==> src/rtl/i2s_audio_pkg.sv <==
// ---------------------------------------------------------------------------
// i2s_audio_pkg : shared types and helpers for the I2S audio receiver. Rev 1.0
// ---------------------------------------------------------------------------
`default_nettype none

package i2s_audio_pkg;

  typedef enum logic [1:0] {
    IDLE  = 2'd0,
    DELAY = 2'd1,
    SHIFT = 2'd2,
    PAD   = 2'd3
  } state_t;

  localparam logic LEFT  = 1'b0;
  localparam logic RIGHT = 1'b1;

  function automatic int w_cnt(input int slot_max);
    return (slot_max > 1) ? $clog2(slot_max) : 1;
  endfunction

endpackage

`default_nettype wire

==> src/rtl/i2s_sync_edge.sv <==
// ---------------------------------------------------------------------------
// i2s_sync_edge : w_sync-deep synchroniser with level, rise and change outputs. Rev 1.0
// ---------------------------------------------------------------------------
`default_nettype none

module i2s_sync_edge #(
  parameter int w_sync = 2
) (
  input  logic clk,
  input  logic rst,
  input  logic d_i,
  output logic level_o,
  output logic rise_o,
  output logic change_o
);

  logic [w_sync-1:0] sync_q;
  logic              prev_q;

  always_ff @(posedge clk) begin
    if (rst) begin
      sync_q <= '0;
      prev_q <= 1'b0;
    end else begin
      sync_q[0] <= d_i;
      for (int i = 1; i < w_sync; i++) begin
        sync_q[i] <= sync_q[i-1];
      end
      prev_q <= sync_q[w_sync-1];
    end
  end

  assign level_o  = sync_q[w_sync-1];
  assign rise_o   = sync_q[w_sync-1] & ~prev_q;
  assign change_o = sync_q[w_sync-1] ^ prev_q;

endmodule

`default_nettype wire

==> src/rtl/i2s_audio_in.sv <==
// ---------------------------------------------------------------------------
// i2s_audio_in : I2S slave receiver; stereo when I2S_AUDIO_IN_STEREO_EN is
// defined, otherwise mono (left captured, mirrored on right). Rev 1.0
// ---------------------------------------------------------------------------
`default_nettype none

module i2s_audio_in
  import i2s_audio_pkg::*;
#(
  parameter int w_sample   = 16,
  parameter int w_slot_max = 32,
  parameter int w_sync     = 2
) (
  input  logic                clk,
  input  logic                rst,
  input  logic                bclk,
  input  logic                lrclk,
  input  logic                sdata,
  output logic [w_sample-1:0] left,
  output logic [w_sample-1:0] right,
  output logic                valid,
  output logic                frame_err
);

`ifdef I2S_AUDIO_IN_STEREO_EN
  localparam bit C_STEREO = 1'b1;
`else
  localparam bit C_STEREO = 1'b0;
`endif
  localparam int                 C_CNT_W    = w_cnt(w_slot_max);
  localparam logic [C_CNT_W-1:0] C_CNT_MAX  = C_CNT_W'(w_slot_max - 1);
  localparam logic [C_CNT_W-1:0] C_CNT_LAST = C_CNT_W'(w_sample - 1);

  logic bclk_rise, lr_lvl, lr_edge, sd_lvl;
  logic unused_bclk_lvl, unused_bclk_chg, unused_lr_rise, unused_sd_rise, unused_sd_chg;

  i2s_sync_edge #(.w_sync(w_sync)) u_sync_bclk (
    .clk(clk), .rst(rst), .d_i(bclk),
    .level_o(unused_bclk_lvl), .rise_o(bclk_rise), .change_o(unused_bclk_chg)
  );
  i2s_sync_edge #(.w_sync(w_sync)) u_sync_lrclk (
    .clk(clk), .rst(rst), .d_i(lrclk),
    .level_o(lr_lvl), .rise_o(unused_lr_rise), .change_o(lr_edge)
  );
  i2s_sync_edge #(.w_sync(w_sync)) u_sync_sdata (
    .clk(clk), .rst(rst), .d_i(sdata),
    .level_o(sd_lvl), .rise_o(unused_sd_rise), .change_o(unused_sd_chg)
  );

  state_t              state_q, state_d;
  logic [C_CNT_W-1:0]  cnt_q;
  logic                ch_q;
  logic [w_sample-1:0] shift_q, shift_d, left_hold_q, left_q, right_q;
  logic                valid_q, frame_err_q;
  logic                load, shift_en, word_done, slot_err;

  always_ff @(posedge clk) begin
    if (rst) state_q <= IDLE;
    else     state_q <= state_d;
  end

  always_comb begin
    state_d = state_q;
    case (state_q)
      IDLE:  if (bclk_rise && lr_edge && (lr_lvl == LEFT)) state_d = DELAY;
      DELAY: if (bclk_rise) begin
               if (lr_edge)                             state_d = DELAY;
               else if (!C_STEREO && (ch_q == RIGHT))   state_d = PAD;
               else                                     state_d = SHIFT;
             end
      SHIFT: if (bclk_rise) begin
               if (lr_edge)                   state_d = DELAY;
               else if (cnt_q == C_CNT_LAST)  state_d = PAD;
             end
      PAD:   if (bclk_rise && lr_edge) state_d = DELAY;
      default: state_d = IDLE;
    endcase
  end

  // Every entry into DELAY is caused by an lr_edge, so load doubles as slot start.
  always_comb begin
    load      = bclk_rise && lr_edge && (state_d == DELAY);
    shift_en  = bclk_rise && !lr_edge && (state_q == SHIFT);
    word_done = shift_en && (cnt_q == C_CNT_LAST);
    slot_err  = bclk_rise && lr_edge &&
                ((state_q == SHIFT) ||
                 ((state_q == DELAY) && (C_STEREO || (ch_q == LEFT))));
  end

  assign shift_d = {shift_q[w_sample-2:0], sd_lvl};

  always_ff @(posedge clk) begin
    if (rst) begin
      cnt_q       <= '0;
      ch_q        <= LEFT;
      shift_q     <= '0;
      left_hold_q <= '0;
      left_q      <= '0;
      right_q     <= '0;
      valid_q     <= 1'b0;
      frame_err_q <= 1'b0;
    end else begin
      valid_q     <= 1'b0;
      frame_err_q <= slot_err;
      if (load) begin
        cnt_q   <= '0;
        ch_q    <= lr_lvl;
        shift_q <= '0;
      end else begin
        if (bclk_rise && ((state_q == SHIFT) || (state_q == PAD)) && (cnt_q != C_CNT_MAX))
          cnt_q <= cnt_q + C_CNT_W'(1);
        if (shift_en)
          shift_q <= shift_d;
      end
      if (word_done) begin
        if (C_STEREO && (ch_q == LEFT)) begin
          left_hold_q <= shift_d;
        end else begin
          left_q  <= C_STEREO ? left_hold_q : shift_d;
          right_q <= shift_d;
          valid_q <= 1'b1;
        end
      end
    end
  end

  assign left      = left_q;
  assign right     = right_q;
  assign valid     = valid_q;
  assign frame_err = frame_err_q;

endmodule

`default_nettype wire

==> config.mk <==
export PLATFORM = sky130hd
export DESIGN_NAME = i2s_audio_in
export DESIGN_NICKNAME = d
export VERILOG_FILES = /design/src/rtl/i2s_audio_pkg.sv /design/src/rtl/i2s_sync_edge.sv /design/src/rtl/i2s_audio_in.sv
export SDC_FILE = /design/constraint.sdc
export NUM_CORES = 1
export LEC_CHECK = 0
export ABC_AREA = 1
export BUFFER_PORTS_ARGS = -buffer_cell sky130_fd_sc_hd__buf_2
export CAP_MARGIN = 15
export CORE_MARGIN = 1
export CORE_UTILIZATION = 50
export DETAILED_ROUTE_END_ITERATION = 8
export GPL_TIMING_DRIVEN = 0
export MAX_ROUTING_LAYER = met4
export PLACE_DENSITY = 0.69
export SYNTH_ARGS = -nofsm -noshare
export SYNTH_HDL_FRONTEND = slang
export SYNTH_HIERARCHICAL = 1
export SYNTH_SLANG_ARGS = --single-unit
==> constraint.sdc <==
create_clock -name clk -period 1.95 [get_ports clk]
set_input_delay 0.39 -clock clk [delete_from_list [all_inputs] [get_ports clk]]
set_output_delay 0.39 -clock clk [all_outputs]
set_load 0.1 [all_outputs]
==> results.json, run 1 <==
{
  "cts_tree": "done",
  "finalWirelength_um": 3440,
  "cts_setup_buffers": 0,
  "rsz_0062_raised_after_global_routing": "no",
  "final_design_area_no_fill_mm2": 0.00252,
  "chipWidth_um": 68.0,
  "timing_max_transition_violations_final": 0,
  "vias": 1646,
  "finish.utilization": 0.617,
  "critPathMostFrequentCell": "nand2_1",
  "grt_start_max_net_pins": 14,
  "cts.repair.resized": 0,
  "dpl.hpwl_um": 2500,
  "worstPathArrival_ns": 1.94,
  "holdBufCountCts": 0,
  "gate_count_of_the_mapped_netlist": 269,
  "power.density_mw_per_mm2": 655,
  "final_nets": 324,
  "result_of_the_run": "finished clean",
  "cts_sinks": 49,
  "gp_routability_congestion": 0.752,
  "firstDrtPassIters": 4,
  "crit_slowest_cell": "dfxtp_1",
  "effective_utilization_at_floorplan": 0.533,
  "peakVddDrop_v": 0.000463,
  "power.total_uw": 1650,
  "io_buffers": 38,
  "cts_buffer_depth": 2,
  "cp_cell_sequence": "ha_1 > nand2_1 > nor2_1 > ha_2 > inv_2 > nand2_1 > nand2_1 > nand3_2 > nand3_2 > nand2_2 > buf_6 > nor2_2",
  "max_clock_freq_ghz": 0.575,
  "critical_path.max_fanout": 10,
  "crit_required_ns": 2.15,
  "final_hold_viol_count": 0,
  "die_area_mm2": 0.00463,
  "area_delta_synth_final_pct": 15.7,
  "timing.max_cap.violations": 0,
  "synthesis.area_mm2": 0.00218,
  "boundaryPins": 39,
  "clock-root-buffer": "clkbuf_8",
  "avgSynthCellArea_um2": 8.10,
  "final-setup-viol-count": 0,
  "total_leakage_power_uw": 0.00113,
  "final.min_clock_period_ns": 1.74,
  "overflow": 0,
  "fp.coreArea_mm2": 0.00409,
  "drc_errors": 0,
  "per_cell_routed_wire_length_um": 9.45,
  "detailed_place.area_mm2": 0.00243,
  "antenna_left": 0,
  "cts.reportedPaths.clkPinSlew_ns": 0.08,
  "syn_nets": 279,
  "drive_gt1_frac": 0.363,
  "avgViaCountPerCell": 4.52,
  "hold_path_class": "in2reg",
  "timing.max_slew.rel_slack": 0.677,
  "cp_slowest_stage_delay_ns": 0.38,
  "via_count_of_the_first_global_routing_pass": 1319,
  "drt-initial-drc-count": 65,
  "layout_worst_path_cycle_share": 0.891,
  "clk-insertion-delay-late_ns": 0.30,
  "num_antenna_cells": 0,
  "timing_worst_slew_pin_value_ns": 0.489,
  "timing.critical_path.to_type": "register",
  "num-fill-cells": 383,
  "placementRows": 23,
  "setup.worst_path.class": "reg2reg",
  "cts_inserted_buffers": 5,
  "first_pass_grt_wire_length_um": 5710,
  "htree_num_levels": 2,
  "skew_final_ns": 0.00644,
  "number_of_antenna_violations_at_the_first_check_in_global_routing": 0,
  "grt_usage": 0.174,
  "die_h_um": 68.0,
  "synthesis.yosys.warnings": 6,
  "finalSetupTns_ns": 0,
  "startpoint_type": "register"
}
## final cells by class
class,count,area (um2),share of cell area
timing repair buffer,38,190,0.0754
tap,50,62.6,0.0248
sequential,49,981,0.389
clock buffer,7,86.3,0.0342
multi-input combinational,138,787,0.312
buffer,24,194,0.0769
inverter,58,220,0.0873
## final timing paths
check | cells past startpoint | slack [ns] | from | to
worst max-delay path | 12 | 0.21 | cnt_q[0] | shift_q[10]
worst max register to register | 12 | 0.21 | cnt_q[0] | shift_q[10]
worst min register to register | 2 | 0.41 | u_sync_lrclk/sync_q[0] | u_sync_lrclk/sync_q[1]
worst min-delay path | 3 | 0.29 | lrclk | u_sync_lrclk/sync_q[0]
## flip-flops by register name, indices dropped and copies added (netlist names)
| signal | flops |
|---|---|
| right | 16 |
| shift_q | 15 |
| cnt_q | 5 |
| state_q | 2 |
| u_sync_bclk/sync_q | 2 |
| u_sync_lrclk/sync_q | 2 |
| u_sync_sdata/sync_q | 2 |
| ch_q | 1 |
| frame_err | 1 |
| u_sync_bclk/prev_q | 1 |
| u_sync_lrclk/prev_q | 1 |
| valid | 1 |
## cell usage in the layout, fill, tap and decap left out, types with 2 or more instances in the layout
cell type   n
a21oi_1     3
buf_2      40
buf_4      17
buf_6       5
clkbuf_8    6
dfxtp_1    49
ha_1        4
inv_1      51
inv_2       6
nand2_1    36
nand2_2     2
nand3_1    16
nand3_2     2
nor2_1     14
nor2_2     21
o21ai_0    17
o21ai_1     6
o21ai_2    10
## worst max-delay path, delay by kind of cell (launching register included)
family	cells	cell delay, ns
AND/OR/NAND/NOR	8	0.58
adder cells (fa/ha/maj)	2	0.46
flip-flops	1	0.38
buffers and inverters	2	0.21
## per-stage QoR
| step | setup WS, ns | hold WS, ns | cells |
|---|---|---|---|
| 2_1_floorplan | 0.186 | 0.388 | 269 |
| 3_3_place_gp | 0.178 | 0.389 | 357 |
| 3_5_place_dp | 0.154 | 0.396 | 357 |
| 4_1_cts | 0.129 | 0.277 | 364 |
| 5_1_grt | 0.0488 | 0.276 | 364 |
| 6_report | 0.212 | 0.288 | 364 |
## power by group
group,internal [uW],switching [uW],total (uW)
Combinational,15.5,35.3,50.9
Clock,282,310,592
Sequential,1010,2.93,1010
Total,1300,348,1650
## per-layer routing
layer | vias to the layer above | track usage | routed length, um
met5 | - | - | 0
met4 | 0 | 0.0859 | 70
met3 | 7 | 0.0500 | 127
met2 | 33 | 0.279 | 1610
met1 | 723 | 0.197 | 1630
li1 | 883 | - | -
Note: power is estimated with default switching activity, not from simulation.
==> run 2, diff against run 1 <==
--- a/config.mk
+++ b/config.mk
@@ -10,6 +10,7 @@
 export CAP_MARGIN = 15
 export CORE_MARGIN = 1
 export CORE_UTILIZATION = 50
+export CTS_BUF_LIST = sky130_fd_sc_hd__clkbuf_4 sky130_fd_sc_hd__clkbuf_8
 export DETAILED_ROUTE_END_ITERATION = 8
 export GPL_TIMING_DRIVEN = 0
 export MAX_ROUTING_LAYER = met4
==> results.json, run 2 (synthesized netlist as in run 1, its figures left out) <==
{
  "result_of_the_run": "finished clean",
  "cts_setup_buffers": 0,
  "boundaryPins": 39,
  "drive_gt1_frac": 0.366,
  "cts_inserted_buffers": 5,
  "flip_flop_count_of_the_largest_register_all_copies_and_words_added": 16,
  "chipWidth_um": 68.0,
  "cts.repair.resized": 0,
  "dpl.hpwl_um": 2500,
  "drt-initial-drc-count": 66,
  "cts_sinks": 49,
  "detailed_place.area_mm2": 0.00243,
  "finalWirelength_um": 3440,
  "crit_required_ns": 2.15,
  "finalSetupTns_ns": 0,
  "post-place-cells": 357,
  "overflow": 0,
  "grt_usage": 0.174,
  "fp.coreArea_mm2": 0.00409,
  "firstDrtPassIters": 4,
  "holdBufCountCts": 0,
  "timing.max_slew.rel_slack": 0.677,
  "per_cell_routed_wire_length_um": 9.45,
  "drc_errors": 0,
  "mostFrequentLayoutCells": "inv_1, dfxtp_1, buf_2, nand2_1, nor2_2",
  "number_of_antenna_violations_at_the_first_check_in_global_routing": 0,
  "gp_routability_congestion": 0.752,
  "htree_num_levels": 2,
  "startpoint_type": "register",
  "critical_path.max_fanout": 10,
  "avgViaCountPerCell": 4.53,
  "peakVddDrop_v": 0.000463,
  "crit_slowest_cell": "dfxtp_1",
  "skew_final_ns": 0.00645,
  "clk-insertion-delay-late_ns": 0.30,
  "via_count_of_the_first_global_routing_pass": 1319,
  "final_nets": 324,
  "layout_worst_path_cycle_share": 0.891,
  "timing_max_transition_violations_final": 0,
  "final_common_cell": "inv_1",
  "cp_cell_sequence": "ha_1 > nand2_1 > nor2_1 > ha_2 > inv_2 > nand2_1 > nand2_1 > nand3_2 > nand3_2 > nand2_2 > buf_6 > nor2_2",
  "power.density_mw_per_mm2": 660,
  "finish.utilization": 0.618,
  "num_antenna_cells": 0,
  "final.min_clock_period_ns": 1.74,
  "effective_utilization_at_floorplan": 0.533,
  "grt_start_max_net_pins": 14,
  "setup.worst_path.class": "reg2reg",
  "final-setup-viol-count": 0,
  "clock-root-buffer": "clkbuf_8",
  "rsz_0062_raised_after_global_routing": "no",
  "final_design_area_no_fill_mm2": 0.00252,
  "post_layout_nonfiller_instances": 364,
  "vias": 1648,
  "timing_worst_slew_pin_value_ns": 0.489,
  "first_pass_grt_wire_length_um": 5710,
  "cts.reportedPaths.clkPinSlew_ns": 0.08,
  "worstPathArrival_ns": 1.94,
  "die_h_um": 68.0,
  "cts_buffer_depth": 2,
  "io_buffers": 38,
  "max_clock_freq_ghz": 0.575,
  "total_leakage_power_uw": 0.00113,
  "cell_family_contributing_the_most_delay_on_the_critical_path": "simple AND/OR/NAND/NOR gates",
  "area_delta_synth_final_pct": 15.8,
  "placementRows": 23,
  "die_area_mm2": 0.00463,
  "cp_slowest_stage_delay_ns": 0.38,
  "timing.max_cap.violations": 0,
  "final_hold_viol_count": 0,
  "critical_path_buf_inv_count": 2,
  "critPathMostFrequentCell": "nand2_1",
  "cts_tree": "done",
  "hold_path_class": "in2reg",
  "antenna_left": 0,
  "power.total_uw": 1670,
  "timing.critical_path.to_type": "register"
}
run 2: cell counts in the layout (fill, tap and decap cells not counted):
No cell type changed its count.
run 2: final timing paths:
path | to | slack (ns) | cells after the start | start
worst max-delay path | shift_q[10] | 0.21 | 12 | cnt_q[0]
worst min-delay path | u_sync_lrclk/sync_q[0] | 0.29 | 3 | lrclk
worst max register to register | shift_q[10] | 0.21 | 12 | cnt_q[0]
worst min register to register | u_sync_lrclk/sync_q[1] | 0.41 | 2 | u_sync_lrclk/sync_q[0]
run 2: power by group:
group | switching (uW) | internal, uW
registers | 2.93 | 1010
clock network | 310 | 296
logic | 35.3 | 15.5
total | 348 | 1320
run 2: per-stage QoR:
stage	worst slack (ns)	hold slack, ns
after floorplan	0.186	0.388
after global placement	0.178	0.389
after detailed placement	0.154	0.396
after CTS	0.127	0.277
after global routing	0.0488	0.276
final	0.212	0.288
run 2: tightest hold or removal path: cells and delay by family:
kind                   cells  cell delay (ns)
AND/OR/NAND/NOR            1             0.06
buffers and inverters      2             0.10
run 2: routing by layer:
layer	share of wire	routed length, um	GRT usage	vias to the layer above
li1	-	-	-	883
met1	0.47	1630	0.197	725
met2	0.47	1610	0.279	33
met3	0.037	127	0.0500	7
met4	0.020	70	0.0859	0
met5	0	0	-	-
run 2: area by class of cell:
type	count	area (um2)
flip-flops and latches	49	981
clock buffers	7	90.1
multi-input cells	138	787
well taps	50	62.6
plain buffers	24	194
inverters	58	220
repair buffers	38	190
fillers	382	1560
==> run 3, diff against run 2 <==
--- a/config.mk
+++ b/config.mk
@@ -5,7 +5,7 @@
 export SDC_FILE = /design/constraint.sdc
 export NUM_CORES = 1
 export LEC_CHECK = 0
-export ABC_AREA = 1
+export ABC_AREA = 0
 export BUFFER_PORTS_ARGS = -buffer_cell sky130_fd_sc_hd__buf_2
 export CAP_MARGIN = 15
 export CORE_MARGIN = 1
@@ -14,7 +14,7 @@
 export DETAILED_ROUTE_END_ITERATION = 8
 export GPL_TIMING_DRIVEN = 0
 export MAX_ROUTING_LAYER = met4
-export PLACE_DENSITY = 0.69
+export PLACE_DENSITY = 0.71
 export SYNTH_ARGS = -nofsm -noshare
 export SYNTH_HDL_FRONTEND = slang
 export SYNTH_HIERARCHICAL = 1
==> constraint.sdc (replaced) <==
create_clock -name clk -period 1.95 [get_ports clk]
set_input_delay 0.39 -clock clk [delete_from_list [all_inputs] [get_ports clk]]
set_output_delay 0.39 -clock clk [all_outputs]
set_load 0.01 [all_outputs]
==> results.json, run 3 <==
{
  "result_of_the_run": "finished clean",
  "cts_inserted_buffers": 5,
  "final_nets": 249,
  "via_count_of_the_first_global_routing_pass": 1249,
  "total_leakage_power_uw": 0.00104,
  "rsz_0062_raised_after_global_routing": "no",
  "firstDrtPassIters": 4,
  "num_antenna_cells": 0,
  "max_clock_freq_ghz": 0.571,
  "io_buffers": 38,
  "chipWidth_um": 63.6,
  "final-setup-viol-count": 0,
  "worstPathArrival_ns": 1.93,
  "area_delta_synth_final_pct": 18.7,
  "clock-root-buffer": "clkbuf_8",
  "grt_usage": 0.177,
  "num-fill-cells": 317,
  "timing.max_slew.rel_slack": 0.706,
  "fp.coreArea_mm2": 0.00366,
  "cts_tree": "done",
  "grt_start_max_net_pins": 15,
  "timing_worst_slew_pin_value_ns": 0.441,
  "boundaryPins": 39,
  "drc_errors": 0,
  "antenna_left": 0,
  "avgSynthCellArea_um2": 9.78,
  "cts_buffer_depth": 2,
  "power.density_mw_per_mm2": 773,
  "htree_num_levels": 2,
  "peakVddDrop_v": 0.000553,
  "die_area_mm2": 0.00405,
  "vias": 1384,
  "gate_count_of_the_mapped_netlist": 194,
  "placementRows": 22,
  "final_critical_path_setup_slack_ns": 0.199,
  "timing.critical_path.to_type": "register",
  "clk-insertion-delay-late_ns": 0.30,
  "timing_max_transition_violations_final": 0,
  "flip_flop_count_of_the_largest_register_all_copies_and_words_added": 16,
  "syn_nets": 204,
  "synthesis.area_mm2": 0.00190,
  "detailed_place.area_mm2": 0.00215,
  "cts.reportedPaths.clkPinSlew_ns": 0.08,
  "dpl_worst_slack_ns": 0.197,
  "drt-initial-drc-count": 64,
  "final_hold_viol_count": 0,
  "final_design_area_no_fill_mm2": 0.00225,
  "startpoint_type": "register",
  "cts.repair.resized": 0,
  "drive_gt1_frac": 0.347,
  "gp_routability_congestion": 0.742,
  "finalSetupTns_ns": 0,
  "final.min_clock_period_ns": 1.75,
  "number_of_antenna_violations_at_the_first_check_in_global_routing": 0,
  "avgViaCountPerCell": 4.82,
  "die_h_um": 63.6,
  "dpl.hpwl_um": 2150,
  "critical_path.max_fanout": 6,
  "overflow": 0,
  "finish.utilization": 0.615,
  "first_pass_grt_wire_length_um": 5420,
  "crit_required_ns": 2.13,
  "cts_sinks": 49,
  "per_cell_routed_wire_length_um": 10.7,
  "cts_setup_buffers": 0,
  "hold_path_class": "in2reg",
  "finalWirelength_um": 3060,
  "mostFrequentLayoutCells": "dfxtp_1, buf_2, nand2_1, a21oi_1, buf_4",
  "layout_worst_path_cycle_share": 0.898,
  "synthesis.yosys.warnings": 6,
  "skew_final_ns": 0.00683,
  "setup.worst_path.class": "reg2reg",
  "power.total_uw": 1740,
  "holdBufCountCts": 0,
  "effective_utilization_at_floorplan": 0.518,
  "timing.max_cap.violations": 0,
  "final_common_cell": "dfxtp_1"
}
## run 3: layer usage
metal	wire, um	track usage	vias to the layer above
met5	0	-	-
met4	53	0.0767	0
met3	116	0.0489	7
met2	1380	0.281	29
met1	1510	0.208	629
li1	-	-	719
## run 3: path summary, 6_finish.rpt
kind	slack, ns	endpoint	start	cells past startpoint
hold reg to reg	0.44	u_sync_lrclk/sync_q[1]	u_sync_lrclk/sync_q[0]	1
setup reg to reg	0.20	cnt_q[3]	cnt_q[0]	8
hold / removal	0.30	u_sync_lrclk/sync_q[0]	lrclk	2
setup / recovery	0.20	cnt_q[3]	cnt_q[0]	8
## run 3: through the flow
stage	hold slack, ns	cells
floorplan	0.414	194
global placement	0.416	280
detailed placement	0.425	280
CTS	0.293	287
global route	0.290	287
finish	0.300	287
## run 3: report_power, final
part	total [uW]	internal, uW	switching [uW]
sequential	1010	1010	3.21
combinational	41.7	15.1	26.6
clock	689	373	317
## run 3: worst max-delay path: stages (launching register included)
cell and delay, ns:
dfxtp_1 0.34, ha_1 0.21, and3_1 0.21, ha_1 0.18, and3b_1 0.21, buf_2 0.18
nand4_1 0.13, xor2_1 0.15, nor2_1 0.05
## run 3: layout make-up
class                           instances  area, um2  share of cell area
Clock buffer                            5       68.8              0.0306
Timing Repair Buffer                   38        190              0.0844
Clock inverter                          2       35.0              0.0156
Multi-Input combinational cell        114        712               0.316
Inverter                                6       22.5              0.0100
Buffer                                 25        183              0.0811
Sequential cell                        49        981               0.436
Tap cell                               48       60.1              0.0267
